`src/rtl/compare_arbiter_if.sv`:
```
// compare_arbiter_if
//   Bundles the two requester handshakes, the shared response bus and the
//   shared comparator connection used by compare_arbiter.
//
//   Handshake rule: a request transfers in the cycle where reqN_valid and
//   reqN_ready are both high. The arbiter raises reqN_ready only while it is
//   idle, only for the requester it picks, and combinationally from the
//   valids. A requester may drop valid before that cycle; nothing changes.
//   respN_valid is a one-cycle pulse that qualifies resp_result/resp_err.
//
//   master : requesters and comparator (drive requests and cmp_result)
//   slave  : the arbiter (drives ready, responses and comparator operands)
interface compare_arbiter_if;
  logic        req0_valid;
  logic        req0_ready;
  logic [15:0] req0_number0;
  logic [15:0] req0_number1;
  logic        req1_valid;
  logic        req1_ready;
  logic [15:0] req1_number0;
  logic [15:0] req1_number1;
  logic        resp0_valid;
  logic        resp1_valid;
  logic [2:0]  resp_result;
  logic        resp_err;
  logic [15:0] cmp_number0;
  logic [15:0] cmp_number1;
  logic [2:0]  cmp_result;

  modport master (
    output req0_valid, req0_number0, req0_number1,
    output req1_valid, req1_number0, req1_number1,
    output cmp_result,
    input  req0_ready, req1_ready,
    input  resp0_valid, resp1_valid, resp_result, resp_err,
    input  cmp_number0, cmp_number1
  );

  modport slave (
    input  req0_valid, req0_number0, req0_number1,
    input  req1_valid, req1_number0, req1_number1,
    input  cmp_result,
    output req0_ready, req1_ready,
    output resp0_valid, resp1_valid, resp_result, resp_err,
    output cmp_number0, cmp_number1
  );
endinterface

```
`src/rtl/compare_arbiter.sv`:
```
// compare_arbiter
//   Shares one external magnitude comparator between two requesters.
//   Round-robin arbitration picks one operand pair at a time, drives it to
//   the comparator, waits CMP_LATENCY cycles, samples the comparator result
//   and returns it to the requester that was granted. Only one request is in
//   flight at a time.
//
// Ports
//   clk        : single clock, rising edge
//   reset      : synchronous, active-high
//   bus        : compare_arbiter_if.slave (requests, responses, comparator)
//   busy       : high whenever the FSM is not IDLE
//   state_dbg  : current FSM state (IDLE=0, WAIT=1, RESP=2)
//
// Parameter
//   CMP_LATENCY : comparator latency in cycles, legal range 1..4
module compare_arbiter #(
  parameter int CMP_LATENCY = 1
) (
  input  logic                clk,
  input  logic                reset,
  compare_arbiter_if.slave    bus,
  output logic                busy,
  output logic [1:0]          state_dbg
);

  typedef enum logic [1:0] {
    IDLE = 2'd0,
    WAIT = 2'd1,
    RESP = 2'd2
  } state_t;

  state_t      state;
  logic        ptr;        // preferred requester when both are valid
  logic        gnt_id;     // requester owning the in-flight request
  logic [2:0]  cnt;
  logic [15:0] num0_q;
  logic [15:0] num1_q;
  logic [2:0]  result_q;
  logic        err_q;
  logic        resp0_q;
  logic        resp1_q;
  logic        grant0;
  logic        grant1;

  function automatic logic is_legal(input logic [2:0] r);
    return (r == 3'b100) || (r == 3'b010) || (r == 3'b001);
  endfunction

  // A lone valid requester wins regardless of the pointer; the pointer only
  // breaks ties. Gating with reset keeps ready low while reset is held.
  always_comb begin
    grant0 = 1'b0;
    grant1 = 1'b0;
    if (!reset && state == IDLE) begin
      if (bus.req0_valid && (!bus.req1_valid || !ptr)) begin
        grant0 = 1'b1;
      end else if (bus.req1_valid) begin
        grant1 = 1'b1;
      end
    end
  end

  always_ff @(posedge clk) begin
    if (reset) begin
      state    <= IDLE;
      ptr      <= 1'b0;
      gnt_id   <= 1'b0;
      cnt      <= 3'd0;
      num0_q   <= 16'd0;
      num1_q   <= 16'd0;
      result_q <= 3'd0;
      err_q    <= 1'b0;
      resp0_q  <= 1'b0;
      resp1_q  <= 1'b0;
    end else begin
      resp0_q <= 1'b0;
      resp1_q <= 1'b0;
      case (state)
        IDLE: begin
          if (grant0 || grant1) begin
            num0_q <= grant1 ? bus.req1_number0 : bus.req0_number0;
            num1_q <= grant1 ? bus.req1_number1 : bus.req0_number1;
            gnt_id <= grant1;
            ptr    <= grant0;      // next tie goes to the other requester
            cnt    <= 3'(CMP_LATENCY);
            state  <= WAIT;
          end
        end
        WAIT: begin
          // cnt hits 0 in the cycle the comparator output is settled.
          if (cnt == 3'd0) begin
            result_q <= bus.cmp_result;
            err_q    <= !is_legal(bus.cmp_result);
            resp0_q  <= !gnt_id;
            resp1_q  <= gnt_id;
            state    <= RESP;
          end else begin
            cnt <= cnt - 3'd1;
          end
        end
        RESP: begin
          state <= IDLE;
        end
        default: begin
          state <= IDLE;
        end
      endcase
    end
  end

  assign bus.req0_ready  = grant0;
  assign bus.req1_ready  = grant1;
  assign bus.cmp_number0 = num0_q;
  assign bus.cmp_number1 = num1_q;
  assign bus.resp_result = result_q;
  assign bus.resp_err    = err_q;
  // Reset suppresses a pulse that would otherwise land in the reset cycle.
  assign bus.resp0_valid = resp0_q && !reset;
  assign bus.resp1_valid = resp1_q && !reset;
  assign busy            = (state != IDLE) && !reset;
  assign state_dbg       = state;

endmodule
```
`src/flat_wrapper.sv`:
```
// flat-port wrapper written by rule: the top's interface ports become plain ports
module compare_arbiter_flat 
#(
  parameter int CMP_LATENCY = 1
)
  (clk, reset, busy, state_dbg, bus_req0_valid, bus_req0_number0, bus_req0_number1, bus_req1_valid, bus_req1_number0, bus_req1_number1, bus_cmp_result, bus_req0_ready, bus_req1_ready, bus_resp0_valid, bus_resp1_valid, bus_resp_result, bus_resp_err, bus_cmp_number0, bus_cmp_number1);
  compare_arbiter_if bus_i ();
  input  logic clk;
  input  logic reset;
  output logic busy;
  output logic [1:0] state_dbg;
  input wire logic [$bits(bus_i.req0_valid)-1:0] bus_req0_valid;
  input wire logic [$bits(bus_i.req0_number0)-1:0] bus_req0_number0;
  input wire logic [$bits(bus_i.req0_number1)-1:0] bus_req0_number1;
  input wire logic [$bits(bus_i.req1_valid)-1:0] bus_req1_valid;
  input wire logic [$bits(bus_i.req1_number0)-1:0] bus_req1_number0;
  input wire logic [$bits(bus_i.req1_number1)-1:0] bus_req1_number1;
  input wire logic [$bits(bus_i.cmp_result)-1:0] bus_cmp_result;
  output wire logic [$bits(bus_i.req0_ready)-1:0] bus_req0_ready;
  output wire logic [$bits(bus_i.req1_ready)-1:0] bus_req1_ready;
  output wire logic [$bits(bus_i.resp0_valid)-1:0] bus_resp0_valid;
  output wire logic [$bits(bus_i.resp1_valid)-1:0] bus_resp1_valid;
  output wire logic [$bits(bus_i.resp_result)-1:0] bus_resp_result;
  output wire logic [$bits(bus_i.resp_err)-1:0] bus_resp_err;
  output wire logic [$bits(bus_i.cmp_number0)-1:0] bus_cmp_number0;
  output wire logic [$bits(bus_i.cmp_number1)-1:0] bus_cmp_number1;
  assign bus_i.req0_valid = bus_req0_valid;
  assign bus_i.req0_number0 = bus_req0_number0;
  assign bus_i.req0_number1 = bus_req0_number1;
  assign bus_i.req1_valid = bus_req1_valid;
  assign bus_i.req1_number0 = bus_req1_number0;
  assign bus_i.req1_number1 = bus_req1_number1;
  assign bus_i.cmp_result = bus_cmp_result;
  assign bus_req0_ready = bus_i.req0_ready;
  assign bus_req1_ready = bus_i.req1_ready;
  assign bus_resp0_valid = bus_i.resp0_valid;
  assign bus_resp1_valid = bus_i.resp1_valid;
  assign bus_resp_result = bus_i.resp_result;
  assign bus_resp_err = bus_i.resp_err;
  assign bus_cmp_number0 = bus_i.cmp_number0;
  assign bus_cmp_number1 = bus_i.cmp_number1;
  compare_arbiter #(.CMP_LATENCY(CMP_LATENCY)) u_core (.clk(clk), .reset(reset), .bus(bus_i), .busy(busy), .state_dbg(state_dbg));
endmodule
```
`config.mk`:
```
export PLATFORM = sky130hd
export DESIGN_NAME = compare_arbiter_flat
export DESIGN_NICKNAME = d
export VERILOG_FILES = /design/src/rtl/compare_arbiter_if.sv /design/src/rtl/compare_arbiter.sv /design/src/flat_wrapper.sv
export SDC_FILE = /design/constraint.sdc
export NUM_CORES = 1
export LEC_CHECK = 0
export CAP_MARGIN = 10
export CORE_UTILIZATION = 35
export DETAILED_ROUTE_END_ITERATION = 10
export GPL_ROUTABILITY_DRIVEN = 0
export HOLD_SLACK_MARGIN = 0.03
export PLACE_DENSITY_LB_ADDON = 0.3
export SETUP_SLACK_MARGIN = 0.4
export SYNTH_ARGS = -nofsm -noshare
export SYNTH_HDL_FRONTEND = slang
export SYNTH_SLANG_ARGS = --single-unit
```
`constraint.sdc`:
```
create_clock -name clk -period 3.3 [get_ports clk]
set_input_delay 0.33 -clock clk [delete_from_list [all_inputs] [get_ports clk]]
set_output_delay 0.33 -clock clk [all_outputs]
set_load 0.01 [all_outputs]
```
---- Word-level counts from Yosys, hierarchy flattened ----
Cells that the tools add are included.
word-level totals
  bits in registers ....................... 45
  input port bits ......................... 71
  output and inout bits ................... 43
  word-level logic and storage cells ...... 56
operators by class
  $add $sub $neg .......................... 1
  equal/unequal tests ..................... 7
  muxes and demuxes ....................... 13
  bitwise logic cells ..................... 2
  reduce and logical (&&, ||, !) cells .... 23
operators with widths
  kind                 number
  $mux 16              2
  $mux 3               2
  $pmux 3 s2           1
  $reduce_and 2->1     3
  $logic_and 1x1->1    5
  $logic_not 1->1      5
  $mux 1               5
  $logic_or 1x1->1     4
  $mux 2               2
  $ne 2x2->1 const B   2
  $pmux 2 s2           1
  $reduce_bool 2->1    2
  $eq 3x1->1 const B   1
  $eq 3x2->1 const B   1
  $eq 3x3->1 const B   1
  $logic_not 3->1      1
  $reduce_and 3->1     1
  $reduce_or 3->1      1
  $sub 3x1->3 const B  1
  $eq 2x1->1 const B   1
  $logic_not 2->1      1
  $ne 2x1->1 const B   1
  $not 1->1            2

---- Logic depth before layout (Yosys ltp) ----
Gate-level depths: netlist of the first run.
  word-level depth ........................ 8
  gate-level depth with buffers ........... 6
  gate-level depth less buffers ........... 5

---- Worst setup path before layout of the first run ----
OpenSTA, ideal clock, no wires.
  path kind ............................... register -> output
  start ................................... register u_core.state[1] (netlist: u_core.state_dbg[1])
  end ..................................... output bus_req1_ready
  arrival time ............................ 1.257 ns
  data required time ...................... 2.970 ns
  path slack .............................. 1.713 ns
  cell stages (with the launch flop) ...... 5
  path buffers ............................ 2
  cell sequence ........................... dfxtp_1 > or3_1 > buf_6 > buf_6 > nor3_4
between the ends
  longest elaborated chain between the ends .. 3
ends and longest elaborated chain
  item                      line                   text
  start: declaration        compare_arbiter.sv:33  state_t state;
  start signal: assignment  compare_arbiter.sv:66  state <= IDLE;
  start signal: assignment  compare_arbiter.sv:87  state <= WAIT;
  start signal: assignment  compare_arbiter.sv:97  state <= RESP;
  $logic_not 2->1           compare_arbiter.sv:55  if (!reset && state == IDLE) begin
  $logic_and 1x1->1         compare_arbiter.sv:55
  $mux 1                    compare_arbiter.sv:55
  end: declaration          flat_wrapper.sv:20     output wire logic [$bits(bus_i.req1_ready)-1:0] bus_req1_ready;
Every way passes these cells.

---- Final worst setup path of the first run ----
Same ends and word-level chain as after synthesis.

==> results of run 1 <==
-- cell families (layout without fill, tap and decap cells) --
logic type	count (synthesis)	count (layout)	synth area share [%]
simple gates	62	62	15.7
flops	45	45	36.2
buf+inv	42	134	9.15
fa+ha+maj	2	2	1.00
xor+xnor	1	1	0.352
mux	3	3	1.21
compound gates	109	109	36.4
-- through the flow --
| step | setup slack, ns | total power [uW] | std cells | area (sq um) | utilization [%] |
|---|---|---|---|---|---|
| floorplan | 1.71 | 881 | 264 | 2490 | - |
| global placement | 0.807 | 1090 | 444 | 3610 | 52.8 |
| detailed placement | 0.801 | 1100 | 444 | 3610 | 52.8 |
| CTS | 0.644 | 1430 | 452 | 3690 | 54.0 |
| global route | 0.563 | 1500 | 452 | 3690 | 54.0 |
| finish | 0.676 | 1430 | 452 | 3690 | 54.0 |
-- synth_stat cells --
cell       n
xor2_1     1
nor4bb_1   1
buf_4      4
a21o_1     1
o21ai_0    2
nand3b_1   2
nand2_1    4
o31ai_2   28
a31o_1     1
or2_1      1
nand2b_1   2
a31o_2     1
and2_1     1
nor3_4     1
and3_1     2
buf_6      4
nor3b_1    1
clkinv_1   1
and2b_1    1
nor2b_1    4
dfxtp_1   45
o211ai_1   1
a311oi_1  32
a31oi_1    1
ha_1       2
nor2_1     6
a21oi_1   36
inv_1      3
or3_1      2
o31ai_1    5
nor2_4     1
clkbuf_1  10
nor3_2     1
buf_2     20
mux2i_1    3
nand4_1   32
a221o_1    1
-- power groups by stage --
| stage | logic [uW] | clock network (uW) | registers [uW] |
|---|---|---|---|
| after floorplan | 232 | 0 | 649 |
| after global placement | 457 | 0 | 635 |
| after detailed placement | 463 | 0 | 636 |
| after CTS | 465 | 343 | 623 |
| after global routing | 499 | 374 | 628 |
| final | 464 | 341 | 623 |
-- routing by layer --
layer / vias to the layer above / routed length, microns
li1: 1233 / -
met1: 1248 / 3480
met2: 113 / 3770
met3: 14 / 506
met4: 0 / 164
met5: - / 0
-- state kept, by name (all words and copies together) (netlist names) --
register / flops
u_core.bus.resp_err: 1
u_core.bus.cmp_number0: 16
u_core.gnt_id: 1
u_core.state_dbg: 2
u_core.bus.resp_result: 3
u_core.resp0_q: 1
u_core.resp1_q: 1
u_core.bus.cmp_number1: 16
u_core.cnt: 3
u_core.ptr: 1
-- cell type report --
| class | count | share of cell area [%] |
|---|---|---|
| flip-flops and latches | 45 | 24.4 |
| repair buffers | 122 | 32.3 |
| well taps | 96 | 3.26 |
| clock buffers | 7 | 2.07 |
| multi-input cells | 177 | 37.3 |
| clock inverters | 1 | 0.203 |
| inverters | 4 | 0.407 |
-- worst min path at each step --
| stage | from | slack, ns | endpoint |
|---|---|---|---|
| after CTS | u_core.gnt_id$_SDFFE_PP0P_ | 0.45 | u_core.resp0_q$_SDFF_PP0_ |
| after global routing | u_core.gnt_id$_SDFFE_PP0P_ | 0.47 | u_core.resp0_q$_SDFF_PP0_ |
| after floorplan | u_core.gnt_id$_SDFFE_PP0P_ | 0.41 | u_core.resp0_q$_SDFF_PP0_ |
| after detailed placement | u_core.gnt_id$_SDFFE_PP0P_ | 0.42 | u_core.resp0_q$_SDFF_PP0_ |
| final | u_core.gnt_id$_SDFFE_PP0P_ | 0.45 | u_core.resp0_q$_SDFF_PP0_ |
| after global placement | u_core.gnt_id$_SDFFE_PP0P_ | 0.43 | u_core.resp0_q$_SDFF_PP0_ |
-- placed cells by master (no fill, tap or decap), drive strengths merged --
cell type      instances
clkdlybuf4s50        112
buf                   10
dfxtp                 45
o21ai                  2
and3                   2
a221o                  1
a311oi                32
and2b                  1
nor2b                  4
ha                     2
clkinvlp               1
inv                    4
o31ai                 33
a31o                   2
nor4bb                 1
nand2                  4
nand4                 32
or2                    1
o211ai                 1
nor3b                  1
a21oi                 36
clkbuf                 7
a31oi                  1
nor3                   2
or3                    2
mux2i                  3
xor2                   1
a21o                   1
nand3b                 2
nor2                   7
nand2b                 2
and2                   1
==> flow_summary.json, run 1 <==
{
  "combPwrFrac_pct": 32.5,
  "path_buf_inv": 1,
  "max_freq_mhz": 381,
  "postCtsHoldBufs": 0,
  "syn_inst": 264,
  "clock_sinks": 45,
  "synth_cell_types": 37,
  "cts_buffers": 5,
  "slew_headroom_pct": 48.2,
  "crit_family": "simple AND/OR/NAND/NOR gates",
  "drt_iter0_drc": 142,
  "tightest_slew_ns": 0.776,
  "endpoint": "bus_req1_ready",
  "cts_resized": 0,
  "syn-cell-area_sq_um": 2490,
  "endpoint_kind": "output port",
  "cts_buffer_depth": 2,
  "synth_area_leaders": "dfxtp_1 (36%), o31ai_2 (14%), a311oi_1 (11%)",
  "post-route-period-util_pct": 79.5,
  "p_int_uw": 975,
  "slowest_stage": "or3_2",
  "area_delta_synth_final_pct": 48.2,
  "syn_nets": 337,
  "cts-root-buf": "clkbuf_8",
  "seq_area_sq_um": 901,
  "avgSynthCellArea_sq_um": 9.43,
  "final_antenna_net_count": 0,
  "ys_ff_latch": 45,
  "seqPwrFrac_pct": 43.6,
  "die-area_sq_um": 7460,
  "via_per_inst": 5.77,
  "synth-seq-area-share_pct": 36.2,
  "power.leakage_uw": 0.00120,
  "rsz0062_at_grt": "no",
  "grt_use_met3_pct": 4.19,
  "swShare_pct": 31.7,
  "crit_type": "reg -> out",
  "grt_max_degree": 67,
  "worstHoldPathCells": 1,
  "row_count": 30,
  "ir_worst_vdd_mv": 0.276,
  "fin_skew_ns": 0.00929,
  "cp-startpoint": "u_core.state_dbg[1]$_SDFFE_PP0P_",
  "antenna_found_initial": 0,
  "grt_overflow": 0,
  "fin_crit_ns": 2.62,
  "tritoncts": "done",
  "fill_cells": 644,
  "cts_max_level": 2,
  "multi_input_area_sq_um": 1380,
  "start_util_pct": 36.4,
  "regToRegSetupSlack_ns": 0.80,
  "num_io_pins": 114,
  "wl_per_cell_microns": 17.5,
  "core_sq_um": 6830,
  "met2_usage_pct": 34.2,
  "synth_top_area_share_pct": 36.2,
  "setup_tns_ns": 0,
  "die-width_microns": 86.3,
  "cp-start-kind": "register",
  "io_buffer_count": 113,
  "hold_viol_final": 0,
  "hp-class": "reg -> reg",
  "grt_pass1_wl_microns": 12600,
  "status": "complete, no violations",
  "clkTransAtPathRegs_ns": 0.08,
  "drv_cap": 0,
  "path_cells": "or3_2 -> nor3_4 -> clkdlybuf4s50_1",
  "track_usage_pct": 21.2,
  "drt_pass1_iterations": 4,
  "cts_setup_buffers": 0,
  "grtUsageMet1_pct": 28.7,
  "p_sw_uw": 453,
  "top_usage_layer": "met2",
  "synth_warnings": 0,
  "r2r_start": "u_core.state_dbg[1]$_SDFFE_PP0P_",
  "yosysTopAreaCell": "dfxtp_1",
  "first_global_vias": 2483,
  "holdWs_ns": 0.451,
  "drv_slew": 0,
  "timing.rr.end": "u_core.bus.cmp_number1[0]$_SDFFE_PP0P_",
  "drive_gt1_share_pct": 14.3,
  "dp_hpwl_microns": 5230,
  "cp.arrival_ns": 2.29,
  "die_height_microns": 86.3,
  "clkLatencyLatePin_ns": 0.30,
  "setup_viol": 0,
  "slowest_delay_ns": 0.73,
  "crit_fanout": 13,
  "crit_required_ns": 2.97,
  "wl_microns": 7920,
  "power_frac_clock_pct": 23.9,
  "drc_errors": 0,
  "cp.depth": 3,
  "num_antenna_cells": 0,
  "final_nets": 428,
  "num_vias": 2608,
  "rr_worst_depth": 4,
  "p_per_area_nw_per_um2": 387
}
(Power assumes the default switching activity.)
==> run 2: changes to the inputs <==
Clock period 3.3 ns to 2.6 ns, I/O delays scaled along.
==> run 2 against run 1 <==
Net effect:
- global-route usage is 0.61 points lower
- cell area is 1.4% higher
- sequential share of layout area is 0.33 points lower
- register-to-register slack worse by 0.21 ns
- die area stayed put
- clock skew is 0.0055 ns lower
- routed wire length is 3.7% lower
- combinational power is 29% higher
- power is 28% higher
- cell count is 0.88% higher
- critical path depth is 2 higher
- sequential power is 26% higher
- largest cell class unchanged
- highest routed layer unchanged
==> flow_summary.json, run 2 (synthesis gave the netlist of run 1 again) <==
{
  "seq_area_sq_um": 901,
  "multi_input_area_sq_um": 1380,
  "drv_slew": 0,
  "cts_max_level": 2,
  "setup_tns_ns": 0,
  "die_height_microns": 86.3,
  "cts_buffers": 5,
  "area_delta_synth_final_pct": 50.3,
  "num_io_pins": 114,
  "drt-met1-wl_microns": 3320,
  "slew_headroom_pct": 57.2,
  "tightest_slew_ns": 0.642,
  "num_antenna_cells": 0,
  "met2WireLength_microns": 3700,
  "top_layer_used": "met4",
  "dp_hpwl_microns": 5170,
  "grt_pass1_wl_microns": 12200,
  "layout_commonest_cell": "clkdlybuf4s50_1",
  "io_buffer_count": 113,
  "regToRegSetupSlack_ns": 0.59,
  "crit_type": "reg -> reg",
  "die-area_sq_um": 7460,
  "post-route-period-util_pct": 77.4,
  "status": "complete, no violations",
  "fin_crit_ns": 2.01,
  "row_count": 30,
  "final_antenna_net_count": 0,
  "antenna_found_initial": 0,
  "p_per_area_nw_per_um2": 489,
  "tritoncts": "done",
  "endpoint_kind": "register",
  "place_inst": 449,
  "first_global_vias": 2453,
  "ir_worst_vdd_mv": 0.249,
  "core_sq_um": 6830,
  "hp-class": "reg -> reg",
  "drt_iter0_drc": 199,
  "clock_sinks": 45,
  "fin_skew_ns": 0.00378,
  "fin_cells": 456,
  "max_freq_mhz": 497,
  "cts-root-buf": "clkbuf_8",
  "drt_pass1_iterations": 4,
  "wl_per_cell_microns": 16.7,
  "final_cell_mix": "clkdlybuf4s50_1 (111), dfxtp_1 (45), a21oi_1 (36), nand4_1 (32), a311oi_1 (32)",
  "grt_max_degree": 67,
  "setup_viol": 0,
  "clkLatencyLatePin_ns": 0.30,
  "crit_required_ns": 2.76,
  "track_usage_pct": 20.6,
  "via_per_inst": 5.63,
  "cts_buffer_depth": 2,
  "cp.arrival_ns": 2.18,
  "grt_overflow": 0,
  "power.leakage_uw": 0.00124,
  "cp-start-kind": "register",
  "drive_gt1_share_pct": 15.6,
  "postCtsHoldBufs": 0,
  "wl_met3_microns": 493,
  "final_nets": 433,
  "start_util_pct": 36.4,
  "hold_viol_final": 0,
  "fill_cells": 660,
  "wl_microns": 7630,
  "die-width_microns": 86.3,
  "drv_cap": 0,
  "clkTransAtPathRegs_ns": 0.08,
  "num_vias": 2566,
  "design_power_total_uw": 1830,
  "crit_fanout": 34,
  "rsz0062_at_grt": "no",
  "drc_errors": 0
}
[run 2: changes by cell type in the layout (fill, tap and decap cells not counted), sizes merged]
cell / delta
buf: +5
clkdlybuf4s50: -1
clkinvlp: -1
dlygate4sd2: +1
[run 2: power by group]
group	total [uW]	internal (uW)	switching, uW
Sequential	788	751	37.5
Clock	441	211	230
Combinational	599	306	293
[run 2: metrics by stage]
| stage | setup slack [ns] | utilization (%) | hold slack (ns) | area, sq um |
|---|---|---|---|---|
| 2_1_floorplan | 1.08 | - | 0.406 | 2490 |
| 3_3_place_gp | 0.661 | 53.5 | 0.422 | 3660 |
| 3_5_place_dp | 0.597 | 53.5 | 0.438 | 3660 |
| 4_1_cts | 0.588 | 54.8 | 0.451 | 3740 |
| 5_1_grt | 0.499 | 54.8 | 0.468 | 3740 |
| 6_report | 0.587 | 54.8 | 0.444 | 3740 |
[run 2: area by class of cell]
cell class	instances	share of cell area [%]
flip-flops and latches	45	24.1
inverters	4	0.401
repair buffers	127	33.2
well taps	96	3.21
clock buffers	7	2.31
multi-input cells	177	36.8
[run 2: timing repair]
action / 4_1_cts / 5_1_grt
setup buffers: 0 / 0
gates resized for setup: 1 / 0
endpoints found under the setup margin: 1 / 0
endpoints found under the hold margin: 0 / 0
[run 2: final timing paths]
check | start | end | cells past startpoint
setup / recovery | u_core.state_dbg[1]$_SDFFE_PP0P_ | u_core.bus.cmp_number0[5]$_SDFFE_PP0P_ | 5
hold / removal | u_core.gnt_id$_SDFFE_PP0P_ | u_core.resp0_q$_SDFF_PP0_ | 1
setup reg to reg | u_core.state_dbg[1]$_SDFFE_PP0P_ | u_core.bus.cmp_number0[5]$_SDFFE_PP0P_ | 5
hold reg to reg | u_core.gnt_id$_SDFFE_PP0P_ | u_core.resp0_q$_SDFF_PP0_ | 1
[run 2: routing by layer]
layer / track usage, % / up-vias
met4: 6.06 / 0
li1: - / 1241
met1: 26.5 / 1218
met5: 0 / -
met3: 3.90 / 10
met2: 35.1 / 97
[run 2: critical path, cell delays in order, from the launching register on]
cell and delay, ns:
dfxtp_1 0.39, or3_2 0.55, buf_4 0.31, nor2_4 0.29, buf_12 0.21, a311oi_1 0.11
